File: config.mk
export PLATFORM = sky130hd
export DESIGN_NAME = mem_port_arbiter
export DESIGN_NICKNAME = d
export VERILOG_FILES = /design/src/rtl/mem_port_arbiter.sv
export SDC_FILE = /design/constraint.sdc
export NUM_CORES = 1
export LEC_CHECK = 0
export CAP_MARGIN = 20
export CORE_MARGIN = 2
export CORE_UTILIZATION = 46
export CTS_CLUSTER_SIZE = 14
export DETAILED_ROUTE_END_ITERATION = 8
export PLACE_DENSITY = 0.94
export SLEW_MARGIN = 20
export SYNTH_ARGS = -nofsm -noshare
export SYNTH_HDL_FRONTEND = slang
export SYNTH_SLANG_ARGS = --single-unit
export TNS_END_PERCENT = 5
File: constraint.sdc
create_clock -name clk -period 2.7 [get_ports clk]
set_input_delay 0.54 -clock clk [delete_from_list [all_inputs] [get_ports clk]]
set_output_delay 0.54 -clock clk [all_outputs]
set_load 0.02 [all_outputs]
File: src/rtl/mem_port_arbiter.sv
// Shares one single-port memory between the RV32I fetch (I) and load/store (D) ports.
// One transaction is in flight at a time; D has priority unless a D burst has starved I.
module mem_port_arbiter #(
    parameter int unsigned ADDR_W      = 32,
    parameter int unsigned DATA_W      = 32,
    parameter int unsigned MAX_WAIT    = 255,
    parameter int unsigned D_BURST_MAX = 4
) (
    input  logic                clk,
    input  logic                rst_n,
    input  logic                i_req,
    input  logic [ADDR_W-1:0]   i_addr,
    output logic [DATA_W-1:0]   i_rdata,
    output logic                i_ack,
    input  logic                d_req,
    input  logic                d_we,
    input  logic [DATA_W/8-1:0] d_be,
    input  logic [ADDR_W-1:0]   d_addr,
    input  logic [DATA_W-1:0]   d_wdata,
    output logic [DATA_W-1:0]   d_rdata,
    output logic                d_ack,
    output logic                m_req,
    output logic                m_we,
    output logic [DATA_W/8-1:0] m_be,
    output logic [ADDR_W-1:0]   m_addr,
    output logic [DATA_W-1:0]   m_wdata,
    input  logic                m_ready,
    input  logic                m_rvalid,
    input  logic [DATA_W-1:0]   m_rdata,
    output logic                stall,
    output logic                timeout_err
);
    localparam int unsigned BE_W    = DATA_W / 8;
    localparam int unsigned WAIT_W  = $clog2(MAX_WAIT + 1);
    localparam int unsigned BURST_W = $clog2(D_BURST_MAX + 1);

    localparam logic [WAIT_W-1:0]  WAIT_LAST = WAIT_W'(MAX_WAIT - 1);
    localparam logic [BURST_W-1:0] BURST_TOP = BURST_W'(D_BURST_MAX);
    localparam logic [DATA_W-1:0]  NOP_WORD  = DATA_W'(32'h0000_0013);

    typedef enum logic [1:0] {IDLE, ISSUE, WAIT, DONE} state_e;

    state_e              state_q, state_d;
    logic                dsel_q, dsel_d;
    logic                m_req_q, m_req_d;
    logic                m_we_q, m_we_d;
    logic [BE_W-1:0]     m_be_q, m_be_d;
    logic [ADDR_W-1:0]   m_addr_q, m_addr_d;
    logic [DATA_W-1:0]   m_wdata_q, m_wdata_d;
    logic [DATA_W-1:0]   i_rdata_q, i_rdata_d;
    logic [DATA_W-1:0]   d_rdata_q, d_rdata_d;
    logic                i_ack_q, i_ack_d;
    logic                d_ack_q, d_ack_d;
    logic [BURST_W-1:0]  burst_q, burst_d;
    logic [WAIT_W-1:0]   wait_q, wait_d;
    logic                timeout_q, timeout_d;
    logic                forced_i;
    logic                complete;

    assign forced_i = i_req && (burst_q == BURST_TOP);

    always_comb begin
        state_d   = state_q;
        dsel_d    = dsel_q;
        m_req_d   = m_req_q;
        m_we_d    = m_we_q;
        m_be_d    = m_be_q;
        m_addr_d  = m_addr_q;
        m_wdata_d = m_wdata_q;
        i_rdata_d = i_rdata_q;
        d_rdata_d = d_rdata_q;
        i_ack_d   = 1'b0;
        d_ack_d   = 1'b0;
        burst_d   = i_req ? burst_q : '0;
        wait_d    = wait_q;
        timeout_d = timeout_q;
        complete  = 1'b0;

        unique case (state_q)
            IDLE: begin
                if (d_req && !forced_i) begin
                    dsel_d    = 1'b1;
                    m_req_d   = 1'b1;
                    m_we_d    = d_we;
                    m_be_d    = d_be;
                    m_addr_d  = d_addr;
                    m_wdata_d = d_wdata;
                    wait_d    = '0;
                    state_d   = ISSUE;
                    if (i_req && burst_q != BURST_TOP) begin
                        burst_d = burst_q + BURST_W'(1);
                    end
                end else if (i_req) begin
                    dsel_d    = 1'b0;
                    m_req_d   = 1'b1;
                    m_we_d    = 1'b0;
                    m_be_d    = '1;
                    m_addr_d  = i_addr;
                    m_wdata_d = '0;
                    wait_d    = '0;
                    burst_d   = '0;
                    state_d   = ISSUE;
                end
            end
            ISSUE, WAIT: begin
                wait_d = wait_q + WAIT_W'(1);
                if (state_q == ISSUE) begin
                    if (m_ready) begin
                        m_req_d  = 1'b0;
                        state_d  = WAIT;
                        complete = m_rvalid;
                    end
                end else begin
                    complete = m_rvalid;
                end
                // A real completion on the last allowed cycle wins over the timeout.
                if (complete) begin
                    state_d = DONE;
                    if (!m_we_q) begin
                        if (dsel_q) d_rdata_d = m_rdata;
                        else        i_rdata_d = m_rdata;
                    end
                end else if (wait_q == WAIT_LAST) begin
                    state_d   = DONE;
                    m_req_d   = 1'b0;
                    timeout_d = 1'b1;
                    if (dsel_q) d_rdata_d = '0;
                    else        i_rdata_d = NOP_WORD;
                end
                if (state_d == DONE) begin
                    i_ack_d = !dsel_q;
                    d_ack_d = dsel_q;
                end
            end
            DONE:    state_d = IDLE;
            default: state_d = IDLE;
        endcase
    end

    always_ff @(posedge clk) begin
        if (!rst_n) begin
            state_q   <= IDLE;
            dsel_q    <= 1'b0;
            m_req_q   <= 1'b0;
            m_we_q    <= 1'b0;
            m_be_q    <= '0;
            m_addr_q  <= '0;
            m_wdata_q <= '0;
            i_rdata_q <= '0;
            d_rdata_q <= '0;
            i_ack_q   <= 1'b0;
            d_ack_q   <= 1'b0;
            burst_q   <= '0;
            wait_q    <= '0;
            timeout_q <= 1'b0;
        end else begin
            state_q   <= state_d;
            dsel_q    <= dsel_d;
            m_req_q   <= m_req_d;
            m_we_q    <= m_we_d;
            m_be_q    <= m_be_d;
            m_addr_q  <= m_addr_d;
            m_wdata_q <= m_wdata_d;
            i_rdata_q <= i_rdata_d;
            d_rdata_q <= d_rdata_d;
            i_ack_q   <= i_ack_d;
            d_ack_q   <= d_ack_d;
            burst_q   <= burst_d;
            wait_q    <= wait_d;
            timeout_q <= timeout_d;
        end
    end

    assign m_req       = m_req_q;
    assign m_we        = m_we_q;
    assign m_be        = m_be_q;
    assign m_addr      = m_addr_q;
    assign m_wdata     = m_wdata_q;
    assign i_rdata     = i_rdata_q;
    assign d_rdata     = d_rdata_q;
    assign i_ack       = i_ack_q;
    assign d_ack       = d_ack_q;
    assign timeout_err = timeout_q;
    assign stall       = (i_req & ~i_ack_q) | (d_req & ~d_ack_q);

endmodule

======== After elaboration in Yosys (flattened, before gate mapping) ========
Cells that the tools add are included.
W data, S select, Z words.
cells by class
  add/subtract/negate cells ............... 2
  equal/unequal tests ..................... 9
  mux-type cells .......................... 45
  bitwise logic cells ..................... 7
  reductions and logical operators ........ 16
operator list
  kind                   number
  $mux W32               14
  $mux W8                2
  $pmux W8 S2            1
  $mux W3                5
  $mux W2                7
  $mux W1                12
  $add A8 B1 Y8 const B  1
  $eq A8 B8 Y1 const B   1
  $mux W4                2
  $reduce_and A4 Y1      2
  $eq A2 B2 Y1 const B   3
  $ne A3 B3 Y1 const B   2
  $pmux W2 S3            1
  $reduce_and A3 Y1      2
  $reduce_bool A2 Y1     3
  $not A1 Y1             4
  $reduce_and A2 Y1      2
  $add A3 B1 Y3 const B  1
  $eq A3 B3 Y1 const B   1
  $logic_and A1 B1 Y1    3
  $and A1 B1 Y1          2
  $eq A2 B1 Y1 const B   1
  $logic_not A1 Y1       2
  $logic_not A2 Y1       1
  other kinds (4)        4
word-level totals
  register bits ........................... 151
  input port bits ......................... 139
  output and inout port bits .............. 138

======== Logic depth before layout (Yosys ltp) ========
Gate-level depths: netlist of the first run.
  depth after elaboration ................. 7
  gate-level depth with buffers ........... 8

======== Worst setup path after synthesis of the first run ========
No wires, ideal clock.
  kind .................................... register -> register
  start ................................... register state_q[0]
  end ..................................... register d_rdata_q[10], in the netlist d_rdata[10]
  setup time .............................. 0.070 ns
  data arrival time ....................... 1.796 ns
  required time ........................... 2.630 ns
  slack ................................... 0.834 ns
  cell stages (with the launch flop) ...... 8
  clock period less this slack ............ 1.866 ns
  cells stage by stage .................... dfxtp_1 inv_1 ha_1 nand2_1 nor3_4 clkbuf_1 or3b_2 a21boi_1
on the way
  cells in the longest elaborated chain, start to end .. 5
RTL lines
  what                                                          line     source
  start, declared                                               43       state_e state_q, state_d;
  start signal, assigned                                        157      state_q <= state_d;
  $eq A2 B1 Y1                                                  79, 107
  $mux W1                                                       107      if (state_q == ISSUE) begin
  $mux W1                                                       79       unique case (state_q)
  $ne A2 B2 Y1 (no line) or $reduce_bool A2 Y1 (tied branches)  --
  $reduce_and A4 Y1 (no line)                                   --
  end signal, assigned                                          165      d_rdata_q <= d_rdata_d;
  end, declared                                                 51       logic [DATA_W-1:0] d_rdata_q, d_rdata_d;
Several ways; a longest one is shown, not always the timed one. The select of a mux whose other input is x is not followed.
A chain may end at the register's enable or synchronous reset.

======== Worst setup path after layout of the first run ========
  start ................................... input i_req
  end ..................................... output stall
on the way
  cells in the longest elaborated chain, start to end .. 2
RTL lines
  what             line  source
  start, declared  11    input logic i_req,
  $and A1 B1 Y1    184   assign stall = (i_req & ~i_ack_q) | (d_req & ~d_ack_q);
  $or A1 B1 Y1     184
  end, declared    30    output logic stall,
Every way passes these cells.

==> results of run 1 <==
-- state kept, by name (all words and copies together), names as in the netlist --
register and count:
i_ack 1, m_be 4, i_rdata 32, state_q 2, wait_q 8, d_ack 1
timeout_err 1, m_we 1, m_wdata 32, burst_q 3, m_req 1, d_rdata 32
dsel_q 1, m_addr 32
-- worst max path at each step --
stage / end / slack [ns]
after global placement: stall / 0.18
after CTS: stall / 0.19
after detailed placement: stall / 0.19
after floorplan: d_rdata[10] / 0.83
final: stall / 0.15
after global routing: stall / 0.17
-- synth_stat cells, drive strengths merged --
cell	count	area, um^2
nand4	2	27.5
or3	1	6.26
nand2	70	263
a22oi	35	263
nor2b	33	206
o22ai	1	6.26
o31ai	2	15.0
dfxtp	151	3020
a211oi	1	7.51
and3	2	12.5
nand3b	29	218
nor3b	2	15.0
a21boi	63	473
o2bb2ai	1	8.76
ha	7	87.6
o21bai	1	7.51
a21oi	37	185
mux2i	32	320
buf	25	150
xnor2	6	52.6
and2b	1	7.51
clkbuf	30	116
a2111oi	2	42.5
inv	10	37.5
or3b	32	280
nand2b	5	36.3
nand3	7	35.0
nor3	6	41.3
o21a	1	7.51
o21ai	42	210
a211o	1	8.76
and2	3	18.8
nor2	13	48.8
nor4	2	12.5
nor4b	2	17.5
o221a	7	78.8
-- power breakdown --
group	switching [mW]	internal, mW	total (mW)
Combinational	1.06	0.929	1.99
Clock	0.970	1.49	2.46
Sequential	0.153	2.50	2.65
-- per-layer routing --
layer	share of wire, %	GRT usage (%)	up-vias
li1	-	-	2855
met1	39	30.8	2791
met2	52	48.2	258
met3	7.1	6.20	31
met4	2.1	9.48	0
met5	0	0	-
-- area by class of cell --
| class | instances | area share, % |
|---|---|---|
| clock buffers | 19 | 4.48 |
| multi-input cells | 449 | 30.9 |
| flip-flops and latches | 151 | 30.6 |
| inverters | 10 | 0.380 |
| clock inverters | 13 | 1.71 |
| well taps | 176 | 2.23 |
| repair buffers | 293 | 29.7 |
-- critical path: cells and delay by family --
kind	cells	cell delay [ns]
buffers and inverters	3	1.26
AO/OA/AOI/OAI	1	0.21
-- logic make-up (layout without fill, tap and decap cells) --
kind of cell | after synthesis | after routing
adder cells (fa/ha/maj) | 7 | 7
buffers and inverters | 65 | 335
XOR/XNOR | 6 | 6
flip-flops | 151 | 151
AO/OA/AOI/OAI | 194 | 194
multiplexers | 32 | 32
AND/OR/NAND/NOR | 210 | 210
==> results.md, run 1 <==
* Hold buffers post-CTS at 0
* DR DRC count at 0
* Slew HR at 65.3%
* Largest family of logic cells by synthesized area: compound AO/OA/AOI/OAI gates
* Final GP Congestion at 0.789
* Worst Reg-to-Reg Cells at 7
* DRT Wirelength at 19700 um
* H-tree lvl count at 4
* Post-synthesis net count at 811
* Finished Layout Cells at 1111
* Sequential fraction of the synthesis area at 47.6%
* Worst hold slack at 0.471 ns
* Clock-pin slew on the worst setup and hold paths at 0.06 ns
* RSZ-0062 raised after global routing: no
* Mean Syn Cell Area at 9.54 um^2
* Largest net degree at the start of global routing at 70
* Root buffer cell: clkbuf_16
* Mapped Cells at 665
* CP most frequent cell: clkdlybuf4s50_1
* Min-delay src: timeout_err
* Worst Path Max Fanout at 2
* First-pass DRT Iterations at 4
* Most common cell after layout, fill and taps aside: clkdlybuf4s50_1
* WP data required at 2.16 ns
* Setup crit start: i_req
* Yosys cell types at 46
* Vias/cell at 5.34
* CTS max path bufs at 2
* All-Layer GR Usage at 26.7%
* # IOs at 277
* Synth Cell Area at 6350 um^2
* Max Freq at 0.393 GHz
* Dpl hpwl at 13700 um
* Filler instances at 925
* Worst Hold Class: reg -> reg
* Initial antenna violation count at 0
* Origin of the critical flop-to-flop path: state_q[0]
* Worst hold path cell count at 1
* Clock latency at the later pin of the worst-skew pair at 0.42 ns
* XOR/XNOR share of the synthesized area at 0.828%
* Pre-CTS setup slack at 0.189 ns
* Sequential cell area at 3020 um^2
* Worst Path Arrival at 2.01 ns
* IO buf count at 276
* DR vias at 5935
* Max-slew violations at 0
* Min-Delay Endpoint: timeout_err
* Crit. End Element: primary output
* Pwr dens at 719 nW/um^2
* Cell area after layout at 9890 um^2
* Synth Area in Compound Gates at 20.7%
* Total negative slack at 0 ns
* Simple-Gate Fraction of Synth Area at 19.6%
* Layout cells sized above 1 at 10.4%
* Commonest cells after routing, fill and taps aside: clkdlybuf4s50_1, dfxtp_1, nand2_1
* Yosys warning total at 0
* Fin crit share at 94.3%
* Worst setup margin at 0.154 ns
* Worst Tran Pin Value at 0.516 ns
* CTS tree: built
* Postcts setup bufs at 0
* Final setup viols at 0
* Routed len/inst at 17.7 um
* Max-cap violations at 0
* Min cycle time layout at 2.55 ns
* Final Util at 74.1%
* First-pass GRT wire length at 30900 um
* Multi-input gate area in the final layout at 3060 um^2
* Number of placed instances, taps included at 1079
* Initial DRC count at 557
* Leak at 3.57 nW
* Overall power at 7.10 mW
* Slowest CP cell: clkdlybuf4s50_1
* Placed inst area at 9270 um^2
* R2r setup slk at 0.50 ns
* Crit-path max cell delay at 0.66 ns
* Synthesis-stage register bit count at 151
* Antenna-violating nets left at 0
* Site Rows at 42
* Layout area overhead at 55.7%
* Area share of fa/ha/maj cells after synthesis at 1.38%
* Startpoint Class: input pin
* Final Hold Fails at 0
* Die X at 121 um
* Cts bufs inserted at 17
* GR Overflow Total at 0
* Outcome: finished, final reports clean
* Nets at 1068
* CTS Sinks at 151
* Setup Crit Path Kind: in -> out
* # diodes at 0
* Resize count post-CTS at 0
* Maximum VDD drop at 0.000441 V
* Mux cell area share after synthesis at 5.05%
* Vias in the first global route at 5996
* Worst path cell trace: clkdlybuf4s50_1 > inv_1 > o22ai_1 > clkdlybuf4s50_1
* FF-to-FF End: d_rdata[5]
* Die Area at 14800 um^2
* Starting density of the core at 47.6%
* Vert. Die Dim at 121 um
* Core area at 13300 um^2
* Clock Skews at 0.0132 ns
No activity file was read; power rests on OpenSTA's default activity.
==> inputs of run 2 (changes only) <==
--- a/config.mk
+++ b/config.mk
@@ -5,12 +5,13 @@
 export SDC_FILE = /design/constraint.sdc
 export NUM_CORES = 1
 export LEC_CHECK = 0
+export ABC_AREA = 1
 export CAP_MARGIN = 20
 export CORE_MARGIN = 2
-export CORE_UTILIZATION = 46
+export CORE_UTILIZATION = 47
 export CTS_CLUSTER_SIZE = 14
 export DETAILED_ROUTE_END_ITERATION = 8
-export PLACE_DENSITY = 0.94
+export PLACE_DENSITY = 0.95
 export SLEW_MARGIN = 20
 export SYNTH_ARGS = -nofsm -noshare
 export SYNTH_HDL_FRONTEND = slang
==> results.md, run 2 <==
* Resize count post-CTS at 0
* Die Area at 15200 um^2
* Cell area after layout at 10200 um^2
* Leak at 4.67 nW
* Clock-pin slew on the worst setup and hold paths at 0.06 ns
* Starting density of the core at 48.1%
* Finished Layout Cells at 1425
* Post-synthesis net count at 1115
* Min cycle time layout at 2.39 ns
* Worst Reg-to-Reg Cells at 9
* Layout cells sized above 1 at 5.54%
* Multi-input gate area in the final layout at 2920 um^2
* Min-delay src: timeout_err
* Hold buffers post-CTS at 0
* Synth Flop Type: dfxtp_1
* Root buffer cell: clkbuf_16
* WP data required at 2.16 ns
* Yosys warning total at 0
* Initial DRC count at 579
* Sequential fraction of the synthesis area at 45.1%
* Vias/cell at 5.14
* Post-synth top cells: nand2_1, dfxtp_1, nor2_1
* Placed inst area at 9620 um^2
* Worst Tran Pin Value at 0.512 ns
* Worst Path Max Fanout at 3
* First-pass GRT wire length at 32200 um
* Final setup viols at 0
* Number of placed instances, taps included at 1393
* Commonest cells after routing, fill and taps aside: clkdlybuf4s50_1, nand2_1, dfxtp_1
* Postcts setup bufs at 0
* Max-slew violations at 0
* CTS max path bufs at 2
* Routed len/inst at 14.7 um
* Initial antenna violation count at 0
* Min-Delay Endpoint: timeout_err
* Outcome: finished, final reports clean
* Site Rows at 43
* Final Hold Fails at 0
* Startpoint Class: input pin
* Largest net degree at the start of global routing at 48
* DR vias at 7326
* Clock network fraction of total power at 26.9%
* Largest area contributor in the netlist: dfxtp_1
* # IOs at 277
* Nets at 1378
* Post-synth EDFFs at 0
* Area share of the largest cell type after synthesis at 45.1%
* Clock Skews at 0.00851 ns
* Most common cell after layout, fill and taps aside: clkdlybuf4s50_1
* Worst Hold Class: reg -> reg
* Setup crit start: i_req
* FF-to-FF End: d_rdata[16]
* Pwr dens at 891 nW/um^2
* RSZ-0062 raised after global routing: no
* Filler instances at 995
* Vias in the first global route at 6980
* Worst Path Arrival at 1.85 ns
* First-pass DRT Iterations at 5
* Max-cap violations at 0
* Mapped Cells at 969
* Synth Cell Area at 6710 um^2
* Worst hold path cell count at 2
* Largest cells by area after synthesis: dfxtp_1, nand2_1, nor2_1
* GR Overflow Total at 0
* Sequential cell area at 3020 um^2
* Flop pwr share at 32.4%
* H-tree lvl count at 4
* CTS Sinks at 151
* Slew HR at 65.9%
* Total negative slack at 0 ns
* Asr flop ratio synth at 0%
* Setup Crit Path Kind: in -> out
* All-Layer GR Usage at 26.8%
* Yosys cell types at 27
* Dpl hpwl at 14600 um
* Vert. Die Dim at 123 um
* Maximum VDD drop at 0.000503 V
* Max Freq at 0.418 GHz
* Core area at 13900 um^2
* Antenna-violating nets left at 0
* Final GP Congestion at 0.807
* Origin of the critical flop-to-flop path: state_q[0]
* Layout area overhead at 52.5%
* P_sw at 3.36 mW
* Crit. End Element: primary output
* R2r setup slk at 0.57 ns
* # diodes at 0
* Synthesis-stage register bit count at 151
* Clock latency at the later pin of the worst-skew pair at 0.42 ns
* Cts bufs inserted at 17
* Combinational Power Share at 40.6%
* CTS tree: built
* DRT Wirelength at 21000 um
* Mean Syn Cell Area at 6.92 um^2
* Fin crit share at 88.5%
* Count leader, synth: nand2_1
* P_int at 5.75 mW
* Die X at 123 um
* Switching Fraction at 36.9%
* IO buf count at 276
* DR DRC count at 0
[run 2: power by group through the flow]
stage / Sequential, mW / Combinational (mW) / Clock (mW)
2_1_floorplan: 3.50 / 1.60 / 0
3_3_place_gp: 2.97 / 3.57 / 0
3_5_place_dp: 2.99 / 3.66 / 0
4_1_cts: 2.95 / 3.70 / 2.49
5_1_grt: 3.01 / 4.03 / 2.58
6_report: 2.96 / 3.70 / 2.46
[run 2: cells by family after synthesis]
family	Yosys count	synth area share (%)
and+or+nand+nor	463	28.7
adders and majority gates	7	1.31
AOI/OAI and AO/OA	156	13.0
DFF	151	45.1
xor gates and xnor gates	3	0.392
buffers and inverters	189	11.6
[run 2: worst max-delay path by stage]
stage | to | slack [ns] | depth (start not counted)
4_1_cts | stall | 0.31 | 4
5_1_grt | stall | 0.24 | 4
6_report | stall | 0.31 | 4
3_5_place_dp | stall | 0.31 | 4
2_1_floorplan | d_rdata[11] | 1.12 | 9
3_3_place_gp | stall | 0.33 | 4
[run 2: layout make-up]
type	instances	area share [%]
well taps	180	2.20
clock inverters	11	1.43
flip-flops and latches	151	29.6
inverters	131	4.81
clock buffers	21	4.50
multi-input cells	629	28.5
repair buffers	302	29.0
[run 2: critical path, cell delays in order]
cell             delay (ns)
clkdlybuf4s50_1        0.48
inv_1                  0.07
o22ai_1                0.14
clkdlybuf4s50_1        0.62
[run 2: metal layers]
metal | vias up | share of wire [%] | GRT usage (%)
met5 | - | 0 | 0
met4 | 0 | 3.1 | 12.7
met3 | 60 | 9.6 | 8.81
met2 | 358 | 50 | 47.5
met1 | 3354 | 37 | 28.8
li1 | 3554 | - | -
[run 2: stage by stage]
step / total power, mW / util [%] / hold slack (ns) / setup WS, ns
2_1_floorplan: 5.10 / - / 0.457 / 1.12
3_3_place_gp: 6.54 / 69.0 / 0.449 / 0.326
3_5_place_dp: 6.65 / 69.0 / 0.447 / 0.313
4_1_cts: 9.14 / 73.4 / 0.457 / 0.314
5_1_grt: 9.62 / 73.4 / 0.475 / 0.245
6_report: 9.12 / 73.4 / 0.454 / 0.309
==> inputs of run 3 (changes only) <==
--- a/config.mk
+++ b/config.mk
@@ -9,10 +9,10 @@
 export CAP_MARGIN = 20
 export CORE_MARGIN = 2
 export CORE_UTILIZATION = 47
+export CTS_CLUSTER_DIAMETER = 120
 export CTS_CLUSTER_SIZE = 14
 export DETAILED_ROUTE_END_ITERATION = 8
 export PLACE_DENSITY = 0.95
-export SLEW_MARGIN = 20
 export SYNTH_ARGS = -nofsm -noshare
 export SYNTH_HDL_FRONTEND = slang
 export SYNTH_SLANG_ARGS = --single-unit
==> results of run 3 <==
The final DEF is identical to that of run 2; final timing and power are the same.
